<file path="src/rtl/apb4_master_bridge.sv">
// Single-outstanding APB4 master: command stream in, APB4 transfer out, response stream back.
// Optional ACCESS watchdog enabled by defining APB4_MASTER_TIMEOUT_EN.
module apb4_master_bridge #(
    parameter int          ADDR_WIDTH     = 3,
    parameter int          DATA_WIDTH     = 32,
    parameter int          TIMEOUT_CYCLES = 16,
    parameter logic [2:0]  PPROT_VALUE    = 3'b000
) (
    input  logic                    pclk,
    input  logic                    presetn,
    input  logic                    cmd_valid,
    output logic                    cmd_ready,
    input  logic                    cmd_write,
    input  logic [ADDR_WIDTH-1:0]   cmd_addr,
    input  logic [DATA_WIDTH-1:0]   cmd_wdata,
    input  logic [DATA_WIDTH/8-1:0] cmd_strb,
    output logic                    rsp_valid,
    input  logic                    rsp_ready,
    output logic [DATA_WIDTH-1:0]   rsp_rdata,
    output logic                    rsp_slverr,
    output logic                    rsp_timeout,
    output logic                    psel,
    output logic                    penable,
    output logic                    pwrite,
    output logic [ADDR_WIDTH-1:0]   paddr,
    output logic [DATA_WIDTH-1:0]   pwdata,
    output logic [DATA_WIDTH/8-1:0] pstrb,
    output logic [2:0]              pprot,
    input  logic [DATA_WIDTH-1:0]   prdata,
    input  logic                    pready,
    input  logic                    pslverr
);
    localparam int STRB_W = DATA_WIDTH / 8;

    if (TIMEOUT_CYCLES < 1) begin : g_bad_timeout
        $error("TIMEOUT_CYCLES must be at least 1");
    end

    typedef enum logic [1:0] {IDLE, SETUP, ACCESS, RESP} state_t;

    state_t                  state_q, state_d;
    logic [ADDR_WIDTH-1:0]   paddr_q, paddr_d;
    logic                    pwrite_q, pwrite_d;
    logic [DATA_WIDTH-1:0]   pwdata_q, pwdata_d;
    logic [STRB_W-1:0]       pstrb_q, pstrb_d;
    logic [DATA_WIDTH-1:0]   rdata_q, rdata_d;
    logic                    slverr_q, slverr_d;
    logic                    tmo_hit;
    logic                    tmo_flag_d;

    // Bus controls decode straight from state so an async reset clears them at once.
    assign psel      = (state_q == SETUP) || (state_q == ACCESS);
    assign penable   = (state_q == ACCESS);
    assign rsp_valid = (state_q == RESP);
    assign cmd_ready = (state_q == IDLE) && presetn;
    assign pwrite    = pwrite_q;
    assign paddr     = paddr_q;
    assign pwdata    = pwdata_q;
    assign pstrb     = pstrb_q;
    assign pprot     = PPROT_VALUE;
    assign rsp_rdata = rdata_q;
    assign rsp_slverr = slverr_q;

`ifdef APB4_MASTER_TIMEOUT_EN
    localparam int CNT_W = $clog2(TIMEOUT_CYCLES + 1);
    logic [CNT_W-1:0] cnt_q, cnt_d;
    logic             tmo_q;

    always_comb begin
        cnt_d = cnt_q;
        if (state_q == SETUP)       cnt_d = '0;
        else if (state_q == ACCESS) cnt_d = cnt_q + CNT_W'(1);
    end

    // cnt_q counts completed ACCESS cycles, so this is the last allowed one.
    assign tmo_hit = (cnt_q == CNT_W'(TIMEOUT_CYCLES - 1));

    always_ff @(posedge pclk or negedge presetn) begin
        if (!presetn) begin
            cnt_q <= '0;
            tmo_q <= 1'b0;
        end else begin
            cnt_q <= cnt_d;
            if (state_q == ACCESS && state_d == RESP) tmo_q <= tmo_flag_d;
        end
    end
    assign rsp_timeout = tmo_q;
`else
    assign tmo_hit     = 1'b0;
    assign rsp_timeout = 1'b0;
`endif

    always_comb begin
        state_d    = state_q;
        paddr_d    = paddr_q;
        pwrite_d   = pwrite_q;
        pwdata_d   = pwdata_q;
        pstrb_d    = pstrb_q;
        rdata_d    = rdata_q;
        slverr_d   = slverr_q;
        tmo_flag_d = 1'b0;
        case (state_q)
            IDLE: if (cmd_valid && cmd_ready) begin
                paddr_d  = cmd_addr;
                pwrite_d = cmd_write;
                pwdata_d = cmd_wdata;
                pstrb_d  = cmd_write ? cmd_strb : '0;
                state_d  = SETUP;
            end
            SETUP: state_d = ACCESS;
            ACCESS: begin
                // pready on the expiry cycle takes priority over the watchdog.
                if (pready) begin
                    rdata_d  = pwrite_q ? '0 : prdata;
                    slverr_d = pslverr;
                    state_d  = RESP;
                end else if (tmo_hit) begin
                    rdata_d    = '0;
                    slverr_d   = 1'b1;
                    tmo_flag_d = 1'b1;
                    state_d    = RESP;
                end
            end
            RESP: if (rsp_ready) state_d = IDLE;
            default: state_d = IDLE;
        endcase
    end

    always_ff @(posedge pclk or negedge presetn) begin
        if (!presetn) begin
            state_q  <= IDLE;
            paddr_q  <= '0;
            pwrite_q <= 1'b0;
            pwdata_q <= '0;
            pstrb_q  <= '0;
            rdata_q  <= '0;
            slverr_q <= 1'b0;
        end else begin
            state_q  <= state_d;
            paddr_q  <= paddr_d;
            pwrite_q <= pwrite_d;
            pwdata_q <= pwdata_d;
            pstrb_q  <= pstrb_d;
            rdata_q  <= rdata_d;
            slverr_q <= slverr_d;
        end
    end
endmodule

</file>
<file path="config.mk">
export PLATFORM = sky130hd
export DESIGN_NAME = apb4_master_bridge
export DESIGN_NICKNAME = d
export VERILOG_FILES = /design/src/rtl/apb4_master_bridge.sv
export SDC_FILE = /design/constraint.sdc
export NUM_CORES = 1
export LEC_CHECK = 0
export BUFFER_PORTS_ARGS = -buffer_cell sky130_fd_sc_hd__buf_2
export CORE_MARGIN = 2
export CORE_UTILIZATION = 35
export DETAILED_ROUTE_END_ITERATION = 8
export GPL_TIMING_DRIVEN = 0
export MAX_ROUTING_LAYER = met4
export PLACE_DENSITY = 0.68
export SYNTH_ARGS = -nofsm -noshare
export SYNTH_HDL_FRONTEND = slang
export SYNTH_SLANG_ARGS = --single-unit
</file>
<file path="constraint.sdc">
create_clock -name pclk -period 1.8 [get_ports pclk]
set_input_delay 0.09 -clock pclk [delete_from_list [all_inputs] [get_ports pclk]]
set_output_delay 0.09 -clock pclk [all_outputs]
set_load 0.02 [all_outputs]
</file>
* Word level (Yosys, flattened, before mapping)
Cells that the tools add are included.
Widths: inputs -> output; s select.
** Word-level totals
- Output and inout port bits :: 81
- Bits in registers :: 75
** Cells by class
- Reductions and logical operators :: 7
- Equality and inequality tests :: 6
- Muxes and demuxes :: 6
** Operators with widths (count)
- $mux 32 :: 1
- $pmux 2 s4 :: 1
- $mux 2 :: 3
- $ne 2x1->1 const B :: 3
- $eq 2x2->1 const B :: 2
- $mux 4 :: 1
- $reduce_and 2->1 :: 2
- $reduce_and 3->1 :: 1
- $eq 2x1->1 const B :: 1
- $logic_and 1x1->1 :: 2
- $logic_not 2->1 :: 1
- $logic_or 1x1->1 :: 1

* Logic depth before layout (Yosys ltp)
- Word-level depth :: 5
- Mapped depth :: 7
- Depth with buffers taken out :: 5

* Worst setup path after synthesis
OpenSTA, ideal clock, no wires.
- Kind :: flip-flop to flip-flop
- Start :: register state_q[0]
- End :: register state_q[1]
- Arrival time :: 1.505 ns
- Path slack :: 0.167 ns
- Period minus slack after synthesis :: 1.633 ns
- Stages on the path, launching flop included :: 5
- Setup time :: 0.128 ns
- Cell sequence :: dfrtp_1 > inv_1 > ha_1 > a222oi_1 > mux2_1
** RTL lines
- start, declared :: RTL line 41 : state_t state_q, state_d;
- start signal, assigned :: RTL line 139 : state_q <= state_d;
- $eq 2x2->1 *
- net penable :: RTL line 23 : output logic penable,
- $ne 2x1->1 (no source line)
- $reduce_and 3->1 (no source line)
Mark *: on every way through the listed nets, which the timed path passes. The rest lies on a longest branch.
A chain may end at the register's enable or synchronous reset.

* Final worst setup path
- Start :: input port presetn
- End :: register pwdata_q[8], in the netlist pwdata[8]
** Between the ends
- Cells in the longest elaborated chain, start to end :: 3
** Ends and longest elaborated chain
- start, declared :: RTL line 10 : input logic presetn,
- $logic_and 1x1->1 :: RTL line 55 : assign cmd_ready = (state_q == IDLE) && presetn;
- $logic_and 1x1->1 :: RTL line 103 : IDLE: if (cmd_valid && cmd_ready) begin
- $reduce_and 2->1 (no source line)
- end signal, assigned :: RTL line 142 : pwdata_q <= pwdata_d;
- end, declared :: RTL line 44 : logic [DATA_WIDTH-1:0] pwdata_q, pwdata_d;
Every way passes these cells.

==> impl_metrics.ini <==
[status]
status = complete, no violations

[hold_path]
hold_class = in -> reg

[synth]
yosysUniqueCellTypes = 17
syn_area_um2 = 3040
ys_warn_count = 0
yosysSeqAreaShare = 0.617
ys_ff_latch = 75
synth_cells = 255
syn_area_per_cell_um2 = 11.9

[placed_design]
port_buffers = 154
post-dp-hpwl_mm = 5.34
place_area_um2 = 3980
gp_congestion = 0.715
pre_cts_ws_ps = -83.5

[die]
coreArea_um2 = 8590
num_io_pins = 159
die_w_um = 97.2
fp.dieH_um = 97.2
rows = 34
die_area_um2 = 9460
initial_utilization = 0.354

[grt]
grt_pass1_vias = 2744
gr-usage-all-layers = 0.180
grt_first_pass_wirelength_mm = 13.3
grt_max_degree = 44
antenna_found_initial = 0
grt_remaining_overflow = 0

[clocking]
htreeDepth = 3
cts_tree = yes
post_cts_buffers = 0
numCtsBuffers = 9
cts_num_sinks = 75
cts.path.max_buffers = 2
path_clk_slew_ps = 80
clk_latency_ps = 330
cts_root_buf = clkbuf_8

[worst_setup_path]
slowest_stage = dlygate4sd3_1
reg2reg_depth = 5
startpoint_type = primary input
crit_end = pwdata[8]$_DFFE_PN0P_
r2r-start = state_q[0]$_DFFE_PN0P_
worstSetupStartpoint = presetn
path_cells = dlygate4sd3_1 > buf_4 > buf_12 > nand3_2 > buf_2 > mux2_2
endpoint_kind = flip-flop
r2r-end = pwdata[8]$_DFFE_PN0P_
criticalPathCategory = in -> reg
worstPathMaxFanout = 43
r2r_slack_ps = 130
crit_required_ps = 2030
critPathArrivalTime_ps = 1920
cp_slowest_stage_delay_ps = 550

[finish]
final_cell_mix = 160 x buf_2, 75 x dfrtp_1, 55 x dlygate4sd3_1
final_common_cell = buf_2
ff_latch_area_um2 = 1880
stdcell_area_um2 = 4750
areaGrowthSynthToFinish_pct = 56.2
multi_input_area_um2 = 1070
final_nets = 561
drive_above_1_share = 0.462
fillers = 759
finish.utilization = 0.553
antenna_cells = 0

[timing]
rsz0062_at_grt = false
clock_skew_ps = 8.34
period_needed_ps = 1690
finalSetupTns_ps = 0
slew_violations = 0
fin_ws_ps = 111
fmax_mhz = 592
setup_viol = 0
final-hold-violation-count = 0
fin_crit_sh = 0.938

[power_and_ir_drop]
p_sw_uw = 3250
clock_power_share = 0.166
p_sw_frac = 0.410
p_leak_uw = 0.00245
ir_drop_mv = 0.785
combinationalPowerShare = 0.465
power_density_nw_per_um2 = 1670
p_int_uw = 4680
power_frac_seq = 0.370

[routing]
drtIter0Drc = 49
antenna_left = 0
via_per_inst = 4.51
dr.pass1.iters = 4
drc = 0
vias = 2663
wl_per_cell_um = 13.7
wl_mm = 8.07

[run]
max-cap-violations = 0
power groups by stage:
| stage | Combinational (µW) | Sequential [µW] | Clock (µW) |
|---|---|---|---|
| 2_1_floorplan | 1290 | 3950 | 0 |
| 3_3_place_gp | 3530 | 2910 | 0 |
| 3_5_place_dp | 3610 | 2950 | 0 |
| 4_1_cts | 3710 | 2920 | 1360 |
| 5_1_grt | 3980 | 3060 | 1430 |
| 6_report | 3680 | 2930 | 1310 |
Yosys cell counts (all sizes together):
library cell / number / share of area
dfrtp: 75 / 0.62
nand2: 42 / 0.052
mux2: 38 / 0.14
o21ai: 36 / 0.059
nand2b: 32 / 0.066
buf: 11 / 0.021
clkbuf: 7 / 0.0086
ha: 4 / 0.016
inv: 4 / 0.0049
a222oi: 1 / 0.0033
and2: 1 / 0.0021
conb: 1 / 0.0012
mux2i: 1 / 0.0033
nand3: 1 / 0.0033
nor2: 1 / 0.0012
critical path, delay by kind of cell:
kind	cells	cell delay, ps
AND/OR/NAND/NOR	1	230
buffers and inverters	4	1190
multiplexers	1	380
timing repair:
action | in CTS | in global routing
setup endpoints to repair | 11 | 7
resized for setup | 1 | 4
gates cloned | 0 | 0
hold buffers | 55 | 1
endpoints found under the hold margin | 88 | 1
how the worst min path moves through the flow:
stage | start | end | slack (ps) | cells past startpoint
2_1_floorplan | presetn | paddr[0]$_DFFE_PN0P_ | -210 | 0
3_3_place_gp | cmd_wdata[2] | pwdata[2]$_DFFE_PN0P_ | 320 | 2
3_5_place_dp | presetn | pwdata[24]$_DFFE_PN0P_ | 80 | 1
4_1_cts | prdata[31] | rsp_rdata[31]$_DFFE_PN0P_ | 0.7 | 3
5_1_grt | cmd_write | pstrb[2]$_DFFE_PN0P_ | 10 | 3
6_report | cmd_strb[0] | pstrb[0]$_DFFE_PN0P_ | 10 | 3
state kept, by name, indices dropped and copies added, names as in the netlist:
register / flops
pwdata: 32
rsp_slverr: 1
pwrite: 1
paddr: 3
state_q: 2
rsp_rdata: 32
pstrb: 4
routing by layer:
metal	vias up	wire length, µm	track usage
met5	-	0	-
met4	0	186	0.0737
met3	15	369	0.0295
met2	84	4250	0.316
met1	1280	3270	0.205
li1	1284	-	-
per-stage QoR:
step,power (µW),std cells,hold slack [ps]
floorplan,5240,258,-206
global route,8470,591,13.3
CTS,7990,590,0.662
global placement,6440,520,322
finish,7930,591,14.8
detailed placement,6560,521,78.2
area by class of cell:
cell class / instances / share of cell area
buffer: 17 / 0.0192
clock buffer: 10 / 0.0290
clock inverter: 5 / 0.0129
inverter: 4 / 0.00316
multi-input combinational: 161 / 0.225
sequential: 75 / 0.395
tap: 108 / 0.0284
timing repair buffer: 211 / 0.287
cell families (layout without fill, tap and decap cells):
group | Yosys count | count (layout) | share of synthesized area
simple gates | 77 | 77 | 0.124
fa+ha+maj | 4 | 4 | 0.0164
flops | 75 | 75 | 0.617
compound gates | 37 | 37 | 0.0625
other cells | 1 | 4 | 0.00123
mux | 39 | 39 | 0.144
buf+inv | 22 | 247 | 0.0350
Power figures use the tool's default switching activity.
